--- config.mk ---
export PLATFORM = sky130hd
export DESIGN_NAME = pool_collector
export DESIGN_NICKNAME = d
export VERILOG_FILES = /design/src/rtl/pool_collector.sv
export SDC_FILE = /design/constraint.sdc
export NUM_CORES = 1
export LEC_CHECK = 0
export CORE_ASPECT_RATIO = 0.7
export CORE_UTILIZATION = 56
export CTS_CLUSTER_SIZE = 20
export DETAILED_ROUTE_END_ITERATION = 8
export PLACE_DENSITY = 0.77
export SLEW_MARGIN = 20
export SYNTH_ARGS = -nofsm -noshare
export SYNTH_HDL_FRONTEND = slang
export SYNTH_SLANG_ARGS = --single-unit
--- constraint.sdc ---
create_clock -name clk -period 4.21 [get_ports clk]
set_clock_uncertainty 0.15 [all_clocks]
set_input_delay 0.421 -clock clk [delete_from_list [all_inputs] [get_ports clk]]
set_output_delay 0.421 -clock clk [all_outputs]
set_load 0.02 [all_outputs]
--- src/rtl/pool_collector.sv ---
// Collects one frame of pooled results into a register buffer, then drains it
// in address order over a valid/ready stream, flagging bad, missing or late writes.
module pool_collector #(
   parameter int unsigned IMG = 14,
   parameter int unsigned PAD = 1
) (
   input  logic        clk,
   input  logic        reset_n,
   input  logic        wr_en,
   input  logic [15:0] wr_addr,
   input  logic [15:0] wr_data,
   input  logic        done_pooling,
   output logic [15:0] out_data,
   output logic        out_valid,
   input  logic        out_ready,
   output logic        out_last,
   output logic        busy,
   output logic        frame_done,
   output logic        err_addr,
   output logic        err_miss,
   output logic        err_ovr
);

   localparam int unsigned N     = (IMG + 2 * PAD) / 2 - 1;
   localparam int unsigned DEPTH = N * N;
   localparam int unsigned PTR_W = (DEPTH > 1) ? $clog2(DEPTH) : 1;

   typedef enum logic {
      COLLECT = 1'b0,
      DRAIN   = 1'b1
   } state_t;

   state_t             state_q, state_d;
   logic [PTR_W-1:0]   rd_ptr_q, rd_ptr_d;
   logic [PTR_W-1:0]   rd_nxt;
   logic [DEPTH-1:0]   bitmap_q, bitmap_d;
   logic [15:0]        buf_q [DEPTH];
   logic [15:0]        out_data_q, out_data_d;
   logic               out_valid_q, out_valid_d;
   logic               out_last_q, out_last_d;
   logic               busy_q, busy_d;
   logic               frame_done_q, frame_done_d;
   logic               err_addr_q, err_addr_d;
   logic               err_miss_q, err_miss_d;
   logic               err_ovr_q, err_ovr_d;
   logic               wr_ok;
   logic [PTR_W-1:0]   wr_idx;

   assign wr_idx = wr_addr[PTR_W-1:0];
   assign rd_nxt = rd_ptr_q + PTR_W'(1);

   // Next-state and output logic
   always_comb begin
      state_d      = state_q;
      rd_ptr_d     = rd_ptr_q;
      bitmap_d     = bitmap_q;
      out_data_d   = out_data_q;
      out_valid_d  = out_valid_q;
      out_last_d   = out_last_q;
      busy_d       = busy_q;
      frame_done_d = 1'b0;
      err_addr_d   = err_addr_q;
      err_miss_d   = err_miss_q;
      err_ovr_d    = err_ovr_q;
      wr_ok        = 1'b0;

      case (state_q)
         COLLECT: begin
            if (wr_en) begin
               if (wr_addr < 16'(DEPTH)) begin
                  wr_ok            = 1'b1;
                  bitmap_d[wr_idx] = 1'b1;
               end else begin
                  err_addr_d = 1'b1;
               end
            end
            if (done_pooling) begin
               state_d     = DRAIN;
               busy_d      = 1'b1;
               rd_ptr_d    = '0;
               out_valid_d = 1'b1;
               out_last_d  = (DEPTH == 1);
               // Entry 0 bypasses the buffer so a same-cycle write is seen
               if (wr_ok && (wr_idx == '0)) begin
                  out_data_d = wr_data;
               end else if (bitmap_q[0]) begin
                  out_data_d = buf_q[0];
               end else begin
                  out_data_d = 16'h0000;
                  err_miss_d = 1'b1;
               end
            end
         end
         DRAIN: begin
            if (wr_en || done_pooling) begin
               err_ovr_d = 1'b1;
            end
            if (out_valid_q && out_ready) begin
               if (rd_ptr_q == PTR_W'(DEPTH - 1)) begin
                  state_d      = COLLECT;
                  busy_d       = 1'b0;
                  out_valid_d  = 1'b0;
                  out_last_d   = 1'b0;
                  frame_done_d = 1'b1;
                  bitmap_d     = '0;
               end else begin
                  rd_ptr_d   = rd_nxt;
                  out_last_d = (rd_nxt == PTR_W'(DEPTH - 1));
                  if (bitmap_q[rd_nxt]) begin
                     out_data_d = buf_q[rd_nxt];
                  end else begin
                     out_data_d = 16'h0000;
                     err_miss_d = 1'b1;
                  end
               end
            end
         end
         default: state_d = COLLECT;
      endcase
   end

   // Control and output registers
   always_ff @(posedge clk or negedge reset_n) begin
      if (!reset_n) begin
         state_q      <= COLLECT;
         rd_ptr_q     <= '0;
         bitmap_q     <= '0;
         out_data_q   <= '0;
         out_valid_q  <= 1'b0;
         out_last_q   <= 1'b0;
         busy_q       <= 1'b0;
         frame_done_q <= 1'b0;
         err_addr_q   <= 1'b0;
         err_miss_q   <= 1'b0;
         err_ovr_q    <= 1'b0;
      end else begin
         state_q      <= state_d;
         rd_ptr_q     <= rd_ptr_d;
         bitmap_q     <= bitmap_d;
         out_data_q   <= out_data_d;
         out_valid_q  <= out_valid_d;
         out_last_q   <= out_last_d;
         busy_q       <= busy_d;
         frame_done_q <= frame_done_d;
         err_addr_q   <= err_addr_d;
         err_miss_q   <= err_miss_d;
         err_ovr_q    <= err_ovr_d;
      end
   end

   // Data buffer is not reset; the bitmap masks stale contents
   always_ff @(posedge clk) begin
      if (wr_ok) begin
         buf_q[wr_idx] <= wr_data;
      end
   end

   assign out_data   = out_data_q;
   assign out_valid  = out_valid_q;
   assign out_last   = out_last_q;
   assign busy       = busy_q;
   assign frame_done = frame_done_q;
   assign err_addr   = err_addr_q;
   assign err_miss   = err_miss_q;
   assign err_ovr    = err_ovr_q;

endmodule
# After elaboration in Yosys (flattened, before gate mapping)
# Memories as Yosys holds them, arrays and structs flattened.
# Index checks and enable logic that the tools add are counted.
# op_classes
addsub	1
reduce_logical	12
bitwise	3
muxes	48
eq_ne	11
n_lt_le_gt_ge	4
# op_table
operator	count
$mux 49	4
$pmux 49 s2	1
$mux 16	6
$or 49x49->49	1
$pmux 16 s2	1
$mux 1	26
$mux 6	3
$lt 16x6->1 const B	1
$lt 6x7->1 const B	2
$ne 2x2->1 const B	7
$eq 6x6->1 const B	2
$pmux 6 s2	1
$reduce_and 3->1	3
$pmux 1 s2	4
$add 6x1->6 const B	1
$bmux 1 s6	1
$demux 1 s6	1
$ge 6x1->1 const B	1
$logic_not 6->1	1
$reduce_and 6->1	1
$ne 2x1->1 const B	2
$reduce_and 2->1	2
$reduce_and 4->1	1
$logic_and 1x1->1	3
other kinds (2)	3
# totals
reg_bits	78
elab_cells	90
in_bits	37
ram_bits	784
mem_count	1
output_inout_bits	23
# mem_list
memory	depth	word_bits	rd	rd_ports_with_merged_regs	write_ports	line	text
buf_q	49	16	2	0	1	37	logic [15:0] buf_q [DEPTH];

# Depth between registers and ports, before layout
# Gate-level depths: netlist of the first run.
# logic_depth
ltp_word	8
depth_mapped	17

# Least setup slack after synthesis of the first run
# OpenSTA, ideal clock, no wires.
# synth_path
kind	register to register
start	register rd_ptr_q[0]
end	register out_data_q[0] (netlist: out_data[0])
arrival_ps	3640
period_less_slack_ps	3911
n_path_buf	10
stages_incl_launch_ff	17
setup_slack_ps	299
t_required_ps	3940
cell_sequence	dfrtp_1 -> buf_4 -> buf_4 -> inv_1 -> buf_1 -> buf_1 -> ha_1 -> buf_4 -> buf_6 -> buf_4 -> buf_4 -> buf_2 -> buf_2 -> mux4_2 -> a221oi_1 -> nand2_1 -> a41o_1
# synth_between
elab_chain_cells	7
word_cells_on_any_way	11
classes_between	add/sub: 1; eq/ne: 2; mux: 6; reduce/logical: 1; memory: 1
# synth_rtl
item	line	text
start, declared	34	logic [PTR_W-1:0] rd_ptr_q, rd_ptr_d;
start signal, assigned	138	rd_ptr_q <= rd_ptr_d;
$add 6x1->6	50	assign rd_nxt = rd_ptr_q + PTR_W'(1);
$bmux 1 s6	109	if (bitmap_q[rd_nxt]) begin
$mux 1 (not written as such)	109	
$mux 16	109	
$mux 16	99	if (rd_ptr_q == PTR_W'(DEPTH - 1)) begin
$mux 16	98	if (out_valid_q && out_ready) begin
$pmux 16 s2	67	case (state_q)
end signal, assigned	140	out_data_q <= out_data_d;
end, declared	38	logic [15:0] out_data_q, out_data_d;
# Parallel ways exist; a longest one is shown, timed or not. The select of a mux whose other input is x is not followed.
# A chain may end at the register's enable or synchronous reset.

# Worst setup path after layout of the first run
# layout_path
start	register rd_ptr_q[0]
end	register out_data_q[15] (netlist: out_data[15])
# Same word-level chain as after synthesis.

==> run metrics, run 1 <==
status finished clean; most frequent cells in the layout 784 x edfxtp_1, 180 x mux4_2, 116 x nor2_1; Die X-Extent 296.8 um; Synth Net Count 1812; hold_ws 0.02556 ns; detail-routed via count per cell 6.713; Worst setup EP type flip-flop; Nets 1956; post-cts resize count 0; IO buf count 59; area of the die 61830 um^2; worst r2r dst out_data[15]; combinational share of power 28.3%; Static Leak 12.67 nW; Hold Crit Class in -> reg; CTS clock-pin slew for the worst setup and hold paths 0.07 ns; initial antenna violation count 2; relative slew slack 23.09%; Switching Share 31.37%; Worst-Margin Slew 1.154 ns; Design Power 23.28 mW; Mean Syn Cell Area 19.22 um^2; top achievable clock speed 271.1 MHz; placed cell area 35970 um^2; post-route cell area 38510 um^2; crit path from rd_ptr_q[0]; Yosys warning count 0; H-tree levels 3; Synth Flop Type edfxtp_1; Post-Layout Cell Count 2791; VDD IR max 0.5126 mV; area grow syn2layout 13.05%; most common cell after layout, fill and taps aside edfxtp_1; cell count of the worst hold path 1; hold wc startpoint wr_data[9]; worst-skew pair later-pin latency 0.64 ns; dpl ws 0.6072 ns; Worst Slack Setup Final 0.5218 ns; Final TNS setup 0 ns; placed cell count 2644; RSZ-0062 raised after global routing false; CTS Sinks 862; core footprint 60060 um^2; total grt overflow 0; Routed Antenna Nets 0; first-pass GRT wire length 128300 um; Final Cycle Share 87.61%; die height 208.3 um; Reg2Reg Setup Slack 0.52 ns; All-Layer GR Usage 29.09%; net switching power 7.303 mW; #FFs+latches synth 862; startpoint types flip-flop; largest net degree at the start of global routing 93; Final setup viols 0; gpl congestion 1.013; Final Slew Violations 0; Vias 18740; Gate Count Post-Synth 1772; Mapped Area 34060 um^2; IO Count 60; WP data arrival 4.09 ns; # Max-Cap Violations 0; number of library cell types mapped by synthesis 69; clock period minus worst slack 3.688 ns; share of layout cells above drive strength 1 22.73%; FF-to-FF Start rd_ptr_q[0]; EDFF count, synth 784; required time of the worst setup path 4.62 ns; Rows 75; DRC Markers 0; Internal 15.98 mW; share of power burned in registers 41.5%; clock group share of total power 30.2%; TritonCTS clock tree built; clk root buf clkbuf_16; deepest clock path buffer count 3; register area share after synthesis 74.85%; cells on worst reg2reg path 9; PwrDens 604.6 nW/um^2; final WL 88200 um; Final Hold Viols 0; kind of critical path reg -> reg; vias in the first global route 18360; Crit Path Max Fanout 15; final core utilization 64.12%; CTS buffer count 77; 1st-pass router iterations 6; Synth async-reset ratio 9.049%; Starting DRT DRC Count 3021; Min-Delay Endpoint buf_q[39][9]; dpl hpwl 55450 um; Starting Density 56.72%; Routed wire per std cell 31.60 um
[layout make-up]
| class | count | area (um^2) |
|---|---|---|
| sequential | 862 | 25500 |
| fill | 3969 | 21550 |
| multi-input combinational | 800 | 8038 |
| clock buffer | 113 | 2247 |
| timing repair buffer | 169 | 1414 |
| tap | 808 | 1011 |
| clock inverter | 30 | 271.5 |
| inverter | 6 | 22.52 |
| antenna | 3 | 7.507 |
[layer usage]
layer | GRT usage (%) | share of wire, % | vias up
met2 | 40.12 | 43 | 1365
met4 | 6.754 | 2.4 | 0
met5 | 0 | 0 | -
met3 | 11.78 | 15 | 177
met1 | 43.57 | 39 | 9667
li1 | - | - | 7526
[sequential cells by signal, indices dropped and copies added, names as in the netlist]
register,cells
bitmap_q,49
err_miss,1
rd_ptr_q,6
buf_q,784
state_q,1
err_addr,1
busy,1
out_data,16
err_ovr,1
out_last,1
frame_done,1
[kinds of logic after synthesis]
logic type               synth area share [%]
flip-flops                              74.85
AND/OR/NAND/NOR                         4.467
multiplexers                            13.40
AO/OA/AOI/OAI                           5.087
buffers and inverters                   1.730
XOR/XNOR                               0.3637
adder cells (fa/ha/maj)                0.1102
[worst max-delay path: stages, from the launching register on]
cell and delay (ns):
dfrtp_4 0.48, ha_1 0.48, buf_4 0.30, nand3_1 0.19
xor2_1 0.57, a311oi_1 0.18, o41a_1 0.44, a311oi_2 0.31
buf_4 0.30, a41o_1 0.19
[power groups by stage]
| stage | clock network, mW | registers [mW] | logic (mW) |
|---|---|---|---|
| after global placement | 0 | 9.83 | 6.31 |
| after detailed placement | 0 | 9.83 | 6.39 |
| final | 7.02 | 9.66 | 6.60 |
| after global routing | 7.40 | 9.67 | 6.82 |
| after floorplan | 0 | 9.78 | 4.14 |
| after CTS | 7.09 | 9.65 | 6.44 |
[worst max path at each step]
| stage | endpoint | slack [ns] | cells past startpoint |
|---|---|---|---|
| after floorplan | out_data[0] | 0.30 | 16 |
| after global placement | buf_q[43][6] | 0.72 | 9 |
| after detailed placement | buf_q[21][7] | 0.61 | 9 |
| after CTS | out_data[15] | 0.63 | 9 |
| after global routing | out_data[15] | 0.51 | 9 |
| final | out_data[15] | 0.52 | 9 |
[synth_stat cells (3+ instances only)]
cell / instances / area (um^2)
a2111o_1: 3 / 33.78
a2111oi_0: 3 / 26.28
a211oi_1: 14 / 105.1
a21oi_1: 23 / 115.1
a221oi_1: 28 / 245.2
a22o_1: 3 / 26.28
a22oi_1: 11 / 82.58
a31oi_1: 14 / 87.58
a32o_1: 4 / 40.04
a32oi_1: 4 / 35.03
a41o_1: 12 / 120.1
a41oi_1: 4 / 35.03
and2_1: 7 / 43.79
and3_1: 3 / 18.77
buf_1: 5 / 18.77
buf_2: 36 / 180.2
buf_4: 20 / 150.1
buf_6: 6 / 67.56
clkbuf_1: 36 / 135.1
dfrtp_1: 78 / 1952
edfxtp_1: 784 / 23540
ha_1: 3 / 37.54
inv_1: 6 / 22.52
mux2i_1: 46 / 460.4
mux4_2: 180 / 4054
nand2_1: 99 / 371.6
nand2b_1: 7 / 43.79
nand3_1: 40 / 200.2
nand3b_1: 6 / 45.04
nand4_1: 3 / 18.77
nor2_1: 124 / 465.5
nor2b_1: 28 / 175.2
nor4_1: 4 / 25.02
o21a_1: 49 / 367.9
o21ai_0: 5 / 25.02
o221ai_1: 3 / 26.28
o22ai_1: 16 / 100.1
o2bb2ai_1: 9 / 78.83
o31ai_1: 3 / 22.52
xnor2_1: 3 / 26.28
xor2_1: 3 / 26.28
[repair_timing]
action / 4_1_cts / 5_1_grt
hold endpoints to repair: 51 / 0
buffers inserted: 0 / 0
hold buffers: 1 / 0
(Power assumes the default switching activity.)
==> run 2, diff against run 1 <==
--- a/config.mk
+++ b/config.mk
@@ -5,6 +5,7 @@
 export SDC_FILE = /design/constraint.sdc
 export NUM_CORES = 1
 export LEC_CHECK = 0
+export CAP_MARGIN = 20
 export CORE_ASPECT_RATIO = 0.7
 export CORE_UTILIZATION = 56
 export CTS_CLUSTER_SIZE = 20
==> results of run 2 <==
Final layout, timing and power as in run 1 (identical DEF).
